==> config.mk <==
export PLATFORM = sky130hd
export DESIGN_NAME = sample_unpacker
export DESIGN_NICKNAME = d
export VERILOG_FILES = /design/src/rtl/sample_unpacker.sv
export SDC_FILE = /design/constraint.sdc
export NUM_CORES = 1
export LEC_CHECK = 0
export ABC_AREA = 1
export CELL_PAD_IN_SITES_DETAIL_PLACEMENT = 1
export CELL_PAD_IN_SITES_GLOBAL_PLACEMENT = 1
export CORE_MARGIN = 4
export CORE_UTILIZATION = 47
export DETAILED_ROUTE_END_ITERATION = 16
export PLACE_DENSITY = 0.93
export SLEW_MARGIN = 0
export SYNTH_ARGS = -nofsm -noshare
export SYNTH_HDL_FRONTEND = slang
export SYNTH_SLANG_ARGS = --single-unit
==> constraint.sdc <==
create_clock -name Clock -period 5.75 [get_ports Clock]
set_input_delay 0.8625 -clock Clock [delete_from_list [all_inputs] [get_ports Clock]]
set_output_delay 0.8625 -clock Clock [all_outputs]
set_load 0.01 [all_outputs]
==> src/rtl/sample_unpacker.sv <==
`default_nettype none
// ============================================================================
// Module   : sample_unpacker
// Purpose  : Reads packed byte pairs from SRAM and streams them out as 16-bit
//            samples, high byte first. Optional level shift: UNPACKER_LEVEL_SHIFT_EN.
// Revision : 1.0 - initial release
// ============================================================================
module sample_unpacker #(
    parameter int                    ADDR_WIDTH = 18,
    parameter logic [ADDR_WIDTH-1:0] BASE_ADDR  = 18'd0,
    parameter logic [ADDR_WIDTH-1:0] NUM_WORDS  = 18'd38400
) (
    input  logic                  Clock,
    input  logic                  Resetn,
    input  logic                  start,
    output logic [ADDR_WIDTH-1:0] SRAM_address,
    output logic                  SRAM_we_n,
    input  logic [15:0]           SRAM_read_data,
    output logic [15:0]           sample_out,
    output logic                  sample_valid,
    input  logic                  sample_ready,
    output logic                  busy,
    output logic                  done
);

    typedef enum logic [1:0] {
        S_IDLE  = 2'd0,
        S_FETCH = 2'd1,
        S_DRAIN = 2'd2,
        S_DONE  = 2'd3
    } state_t;

    state_t                state_q, state_d;
    logic [ADDR_WIDTH-1:0] ptr_q;
    logic [ADDR_WIDTH-1:0] issue_cnt_q;
    logic [ADDR_WIDTH-1:0] addr_q;
    logic [ADDR_WIDTH:0]   out_cnt_q;
    logic [1:0]            inflight_q;
    logic [15:0]           fifo_q [4];
    logic [1:0]            wr_ptr_q;
    logic [1:0]            rd_ptr_q;
    logic [2:0]            count_q;
    logic                  half_q;
    logic [15:0]           sample_q;
    logic                  valid_q;

    logic                  w_issue;
    logic                  w_push;
    logic                  w_pop;
    logic                  w_load;
    logic                  w_xfer;
    logic                  w_last;
    logic [2:0]            w_credits;
    logic [7:0]            w_byte;
    logic [15:0]           w_sample;

    // Reads in flight plus buffered words never exceed the FIFO depth.
    assign w_credits = {2'b00, inflight_q[0]} + {2'b00, inflight_q[1]} + count_q;
    assign w_issue   = (state_q == S_FETCH) && (issue_cnt_q != NUM_WORDS) && (w_credits < 3'd4);
    assign w_push    = inflight_q[1];
    assign w_xfer    = valid_q && sample_ready;
    assign w_load    = (count_q != 3'd0) && (!valid_q || sample_ready);
    assign w_pop     = w_load && half_q;
    assign w_last    = w_xfer && (out_cnt_q == ({NUM_WORDS, 1'b0} - (ADDR_WIDTH+1)'(1)));
    assign w_byte    = half_q ? fifo_q[rd_ptr_q][7:0] : fifo_q[rd_ptr_q][15:8];

`ifdef UNPACKER_LEVEL_SHIFT_EN
    assign w_sample = {8'h00, w_byte} - 16'd128;
`else
    assign w_sample = {8'h00, w_byte};
`endif

    always_comb begin
        state_d = state_q;
        case (state_q)
            S_IDLE:  if (start) state_d = S_FETCH;
            S_FETCH: if (issue_cnt_q == NUM_WORDS) state_d = S_DRAIN;
            S_DRAIN: if (w_last) state_d = S_DONE;
            S_DONE:  state_d = S_IDLE;
            default: state_d = S_IDLE;
        endcase
    end

    always_ff @(posedge Clock or negedge Resetn) begin
        if (!Resetn) begin
            state_q     <= S_IDLE;
            ptr_q       <= '0;
            issue_cnt_q <= '0;
            addr_q      <= '0;
            out_cnt_q   <= '0;
            inflight_q  <= 2'b00;
            wr_ptr_q    <= 2'd0;
            rd_ptr_q    <= 2'd0;
            count_q     <= 3'd0;
            half_q      <= 1'b0;
            sample_q    <= 16'h0000;
            valid_q     <= 1'b0;
        end else begin
            state_q <= state_d;
            if (state_q == S_IDLE && start) begin
                ptr_q       <= BASE_ADDR;
                issue_cnt_q <= '0;
                out_cnt_q   <= '0;
            end else begin
                if (w_issue) begin
                    addr_q      <= ptr_q;
                    ptr_q       <= ptr_q + ADDR_WIDTH'(1);
                    issue_cnt_q <= issue_cnt_q + ADDR_WIDTH'(1);
                end
                if (w_xfer) out_cnt_q <= out_cnt_q + (ADDR_WIDTH+1)'(1);
            end
            inflight_q <= {inflight_q[0], w_issue};
            if (w_push) wr_ptr_q <= wr_ptr_q + 2'd1;
            if (w_pop)  rd_ptr_q <= rd_ptr_q + 2'd1;
            count_q <= count_q + {2'b00, w_push} - {2'b00, w_pop};
            // The output stage refills on the same edge a sample is taken.
            if (w_load) begin
                sample_q <= w_sample;
                valid_q  <= 1'b1;
                half_q   <= ~half_q;
            end else if (w_xfer) begin
                valid_q  <= 1'b0;
            end
        end
    end

    always_ff @(posedge Clock or negedge Resetn) begin
        if (!Resetn) begin
            for (int i = 0; i < 4; i++) fifo_q[i] <= 16'h0000;
        end else if (w_push) begin
            fifo_q[wr_ptr_q] <= SRAM_read_data;
        end
    end

    assign SRAM_address = addr_q;
    assign SRAM_we_n    = 1'b1;
    assign sample_out   = sample_q;
    assign sample_valid = valid_q;
    assign busy         = (state_q == S_FETCH) || (state_q == S_DRAIN);
    assign done         = (state_q == S_DONE);

endmodule
`default_nettype wire

## Yosys cells after proc, flatten, opt, wreduce, memory -nomap -nowiden

Index checks and enable logic that the tools add are counted.

- $add $sub $neg: 9
- Mux-type cells: 19
- Order comparisons: 4
- Eq/ne operators: 9
- Bitwise logic cells: 4
- Reduce and logical (&&, ||, !) cells: 18

Operators with widths:

| operator | number |
|---|---|
| $mux W18 | 4 |
| $bwmux W64 | 1 |
| $mux W16 | 3 |
| $mux W19 | 2 |
| $add A18 B1 Y18 const B | 2 |
| $bmux W16 S2 | 1 |
| $demux W16 S2 | 1 |
| $add A19 B1 Y19 const B | 1 |
| $eq A19 B17 Y1 const B | 1 |
| $eq A18 B16 Y1 const B | 1 |
| $ne A18 B16 Y1 const B | 1 |
| $logic_and A1 B1 Y1 | 8 |
| $mux W8 | 1 |
| $pmux W2 S4 | 1 |
| $ge A3 B3 Y1 const B | 2 |
| $mux W2 | 3 |
| $not A2 Y3 | 2 |
| $reduce_bool A2 Y1 | 3 |
| $add A2 B1 Y2 const B | 2 |
| $eq A2 B2 Y1 const B | 2 |
| $ne A2 B2 Y1 const B | 2 |
| $add A2 B3 Y3 | 1 |
| $add A3 B1 Y3 | 1 |
| $lt A3 B1 Y1 const B | 1 |
| other kinds (13) | 16 |

- Bits in registers: 158
- Output and inout port bits: 38

## Longest topological paths before layout

- Depth after elaboration: 6
- Mapped depth: 13

## Worst setup path before layout

Ideal clock, no wire load.

- Kind: input-to-reg
- Start: in sample_ready
- End: reg count_q[2]
- Slack: 3292 ps
- Data arrival time: 2329 ps
- Path buffers: 0
- Required time: 5621 ps
- Cell stages on the path: 9
- Library setup time: 129 ps
- Cells stage by stage: inv_1 a21oi_2 nand2_1 clkinv_1 ha_1 inv_1 ha_1 fa_1 xor2_1

- Cells in the longest elaborated chain, start to end: 4

RTL lines:

| what | line | RTL |
|---|---|---|
| start, declared | 21 | `input logic sample_ready,` |
| $logic_or A1 B1 Y1 | 62 | `assign w_load = (count_q != 3'd0) && (!valid_q \|\| sample_ready);` |
| $logic_and A1 B1 Y1 | 62 |  |
| $logic_and A1 B1 Y1 | 63 | `assign w_pop = w_load && half_q;` |
| named net w_pop | 49 | `logic w_pop;` |
| $sub A3 B1 Y3 | 115 | `count_q <= count_q + {2'b00, w_push} - {2'b00, w_pop};` |
| end signal, assigned | 115 |  |
| end, declared | 42 | `logic [2:0] count_q;` |

The timed path passes the listed nets, and every way through them passes these cells.
A chain may end at the register's enable or synchronous reset.

## Worst setup path after layout

Ends and elaborated chain as after synthesis.

==> impl_metrics.py <==
metrics = {
    "cts": {
        "total_clock_buffers_created_by_cts": 17,
        "cts_resized": 0,
        "ctsHtreeMaxLevel": 4,
        "hold_buffers": 0,
        "numClockSinks": 158,
        "post-cts-setup-buffers": 0,
        "clk_latency_ns": 0.44,
        "ctsLongestPathBuffers": 2,
        "clock_tree_from_tritoncts": "yes",
        "clkTransAtPathRegs_ns": 0.07,
        "cts_root_buf": "sky130_fd_sc_hd__clkbuf_16",
    },
    "power": {
        "max_vdd_drop_uv": 274,
        "leakagePower_nw": 4.41,
        "power.density_cell_area_nw_per_um2": 535,
    },
    "worst_hold_path": {
        "hold_end": "inflight_q[1]",
        "min_from": "inflight_q[0]",
        "hold_path_depth": 0,
        "holdCritPathClass": "flip-flop to flip-flop",
    },
    "setup_path": {
        "timing.critical_path.fanout_max": 10,
        "reg2reg_slack_ns": 3.03,
        "timing.setup.critical_path_class": "input port to flip-flop",
        "r2r_cells": 9,
        "cp-end-kind": "flip-flop",
        "cp_slowest_cell": "sky130_fd_sc_hd__clkdlybuf4s50_1",
        "regToRegStartpoint": "count_q[1]",
        "cpPeakStageDelay_ns": 0.44,
        "worstSetupStartpointType": "input port",
        "path_cells": "clkdlybuf4s50_1, inv_1, a21oi_2, nand2_1, clkinv_1, ha_1, inv_1, ha_1, fa_1, xor2_1",
        "path_delay_family": "adder cells",
        "cp.buffers_inverters": 4,
        "crit_required_ns": 6.06,
        "critPathArrivalTime_ns": 3.21,
        "worst_r2r_endpoint": "count_q[2]",
    },
    "global_route": {
        "gr-usage-all-layers_pct": 25.5,
        "antenna_found_initial": 0,
        "first_global_vias": 7521,
        "grt-ovfl-total": 0,
        "wire_length_of_the_first_global_routing_pass_um": 38000,
        "largest_net_degree_at_the_start_of_global_routing": 110,
    },
    "sta": {
        "fin_ws_ns": 2.85,
        "timing.max_slew.rel_slack_pct": 24.4,
        "final.period_utilization_pct": 50.4,
        "timing.final.setup_violations": 0,
        "setup_tns_ns": 0,
        "unrepaired_setup_endpoints_after_global_routing": "false",
        "timing.fmax_ghz": 0.345,
        "finalHoldViolCount": 0,
        "fin_skew_ns": 0.00975,
        "finalMaxSlewViolations": 0,
        "transition_time_of_the_tightest_slew_check_pin_ns": 1.13,
        "period_minus_slack_ns": 2.90,
    },
    "placed_design": {
        "portBuffers": 48,
        "post-dp-hpwl_um": 13700,
        "dp_slack_ns": 2.47,
        "placed_cell_area_um2": 8490,
        "finalWeightedCongestion": 0.870,
    },
    "floorplanning": {
        "coreArea_um2": 16600,
        "die_w_um": 138,
        "fp.dieH_um": 138,
        "floorplan.initialDensity_pct": 47.8,
        "floorplan.die_area_um2": 19000,
        "rows": 47,
        "ioPinCount": 58,
    },
    "route": {
        "routed_wl_um": 23200,
        "avgRoutedWirePerCell_um": 18.2,
        "num_vias": 7049,
        "detail_routed_via_count_per_cell": 5.52,
        "drtAntennaViolNets": 0,
        "drt_iter0_markers": 434,
        "dr.pass1.iters": 7,
        "drt_drc_violations_left": 0,
    },
    "final_layout": {
        "syn2layout_area_growth_pct": 15.0,
        "area.sequential_um2": 3950,
        "drive_gt1_share_pct": 4.45,
        "antenna_cells": 0,
        "finalInstanceArea_um2": 9120,
        "n_fill_cell": 2026,
        "fin_nets": 1080,
        "multi_input_area_um2": 3490,
    },
    "logic_synthesis": {
        "synth-edff-count": 0,
        "synth.cell_area_um2": 7930,
        "ys_warn_count": 0,
        "avgSynthCellArea_um2": 7.81,
        "ys_dominant_reg_cell": "sky130_fd_sc_hd__dfrtp_1",
        "ys_seq_area_share_pct": 49.9,
        "yosysUniqueCellTypes": 38,
        "syn-instance-count": 1015,
        "yosys_register_bits": 158,
        "postSynth.asyncResetShare_pct": 100,
    },
    "status": {
        "outcome": "finished, final reports clean",
    },
    "job": {
        "max_cap_viol_count": 0,
    },
}
==> state kept, by name (all words and copies together), names as in the netlist <==
signal	flops
sample_valid	1
half_q	1
wr_ptr_q	2
state_q	2
sample_out	8
out_cnt_q	19
inflight_q	2
fifo_q	64
count_q	3
rd_ptr_q	2
SRAM_address	18
issue_cnt_q	18
ptr_q	18
==> Yosys cell counts, types with 2 or more instances <==
cell,instances,share of area (%)
sky130_fd_sc_hd__buf_6,2,0.28
sky130_fd_sc_hd__inv_1,67,3.2
sky130_fd_sc_hd__clkbuf_1,23,1.1
sky130_fd_sc_hd__nand2_1,318,15
sky130_fd_sc_hd__clkinv_1,2,0.095
sky130_fd_sc_hd__xor2_1,22,2.4
sky130_fd_sc_hd__nand4_1,6,0.47
sky130_fd_sc_hd__a21oi_1,22,1.4
sky130_fd_sc_hd__o22ai_1,12,0.95
sky130_fd_sc_hd__nor3_1,9,0.57
sky130_fd_sc_hd__o21ai_0,114,7.2
sky130_fd_sc_hd__buf_4,10,0.95
sky130_fd_sc_hd__inv_2,3,0.14
sky130_fd_sc_hd__dfrtp_1,158,50
sky130_fd_sc_hd__conb_1,2,0.095
sky130_fd_sc_hd__ha_1,16,2.5
sky130_fd_sc_hd__nand3b_1,2,0.19
sky130_fd_sc_hd__nand3_1,72,4.5
sky130_fd_sc_hd__buf_2,9,0.57
sky130_fd_sc_hd__nor2_1,120,5.7
sky130_fd_sc_hd__buf_1,5,0.24
sky130_fd_sc_hd__xnor2_1,5,0.55
==> worst reg2reg max path: cells and delay by family (launching register included) <==
family | cells | cell delay [ns]
flops | 1 | 0.44
xor+xnor | 1 | 0.17
buf+inv | 2 | 0.39
fa+ha+maj | 3 | 1.00
compound gates | 1 | 0.10
simple gates | 2 | 0.49
==> layout make-up <==
cell class / instances / area share, %
inverter: 72 / 2.96
multi-input combinational: 743 / 38.2
timing repair buffer: 51 / 5.53
tap: 220 / 3.02
sequential: 158 / 43.3
clock inverter: 9 / 1.44
clock buffer: 23 / 5.46
==> metrics by stage <==
stage / hold slack (ns) / cells / power, mW / utilization (%)
2_1_floorplan: 0.360 / 1022 / 2.98 / -
3_3_place_gp: 0.367 / 1244 / 3.47 / 51.2
3_5_place_dp: 0.389 / 1244 / 3.59 / 51.2
4_1_cts: 0.411 / 1276 / 4.90 / 55.0
5_1_grt: 0.409 / 1276 / 5.22 / 55.0
6_report: 0.402 / 1276 / 4.88 / 55.0
==> cell families (layout without fill, tap and decap cells) <==
kind of cell	count (synthesis)	in the layout	synth area share (%)
simple gates	537	537	27.7
flops	158	158	49.9
compound gates	153	153	10.0
buf+inv	121	155	6.53
xor+xnor	27	27	2.98
fa+ha+maj	17	17	2.78
other cells	2	9	0.0947
==> placed cells by master, fill, tap and decap left out, types with 2 or more instances in the layout <==
cell,synthesis,layout
sky130_fd_sc_hd__clkinv_2,0,2
sky130_fd_sc_hd__nand4_1,6,6
sky130_fd_sc_hd__nand3_1,72,72
sky130_fd_sc_hd__inv_1,67,67
sky130_fd_sc_hd__xor2_1,22,22
sky130_fd_sc_hd__xnor2_1,5,5
sky130_fd_sc_hd__o21ai_0,114,114
sky130_fd_sc_hd__clkbuf_16,0,17
sky130_fd_sc_hd__buf_4,10,3
sky130_fd_sc_hd__dfrtp_1,158,158
sky130_fd_sc_hd__nor2_1,120,120
sky130_fd_sc_hd__o22ai_1,12,12
sky130_fd_sc_hd__clkdlybuf4s50_1,0,47
sky130_fd_sc_hd__nand2_2,1,2
sky130_fd_sc_hd__nand2_1,318,317
sky130_fd_sc_hd__ha_1,16,16
sky130_fd_sc_hd__inv_2,3,3
sky130_fd_sc_hd__a21oi_1,22,22
sky130_fd_sc_hd__clkbuf_8,0,5
sky130_fd_sc_hd__clkinv_1,2,2
sky130_fd_sc_hd__nand3b_1,2,2
sky130_fd_sc_hd__clkinvlp_4,0,3
sky130_fd_sc_hd__conb_1,2,9
sky130_fd_sc_hd__bufinv_16,0,3
sky130_fd_sc_hd__nor3_1,9,9
==> where the power goes <==
part / switching [mW] / internal [mW] / total, mW
sequential: 0.395 / 1.56 / 1.95
clock: 0.475 / 0.740 / 1.22
combinational: 1.08 / 0.632 / 1.71
==> routing by layer <==
layer	up-vias	part of all wire [%]	track usage [%]
li1	3285	-	-
met1	3563	42	30.8
met2	146	52	44.8
met3	55	3.4	4.79
met4	0	2.4	10.1
met5	-	0	0
==> worst max-delay path by stage <==
stage | startpoint | depth (start not counted) | to
after floorplan | sample_ready | 9 | count_q[2]
after global placement | sample_ready | 10 | count_q[2]
after detailed placement | sample_ready | 10 | count_q[2]
after CTS | sample_ready | 10 | count_q[2]
after global routing | sample_ready | 10 | count_q[2]
final | sample_ready | 10 | count_q[2]
Power figures use the tool's default switching activity.
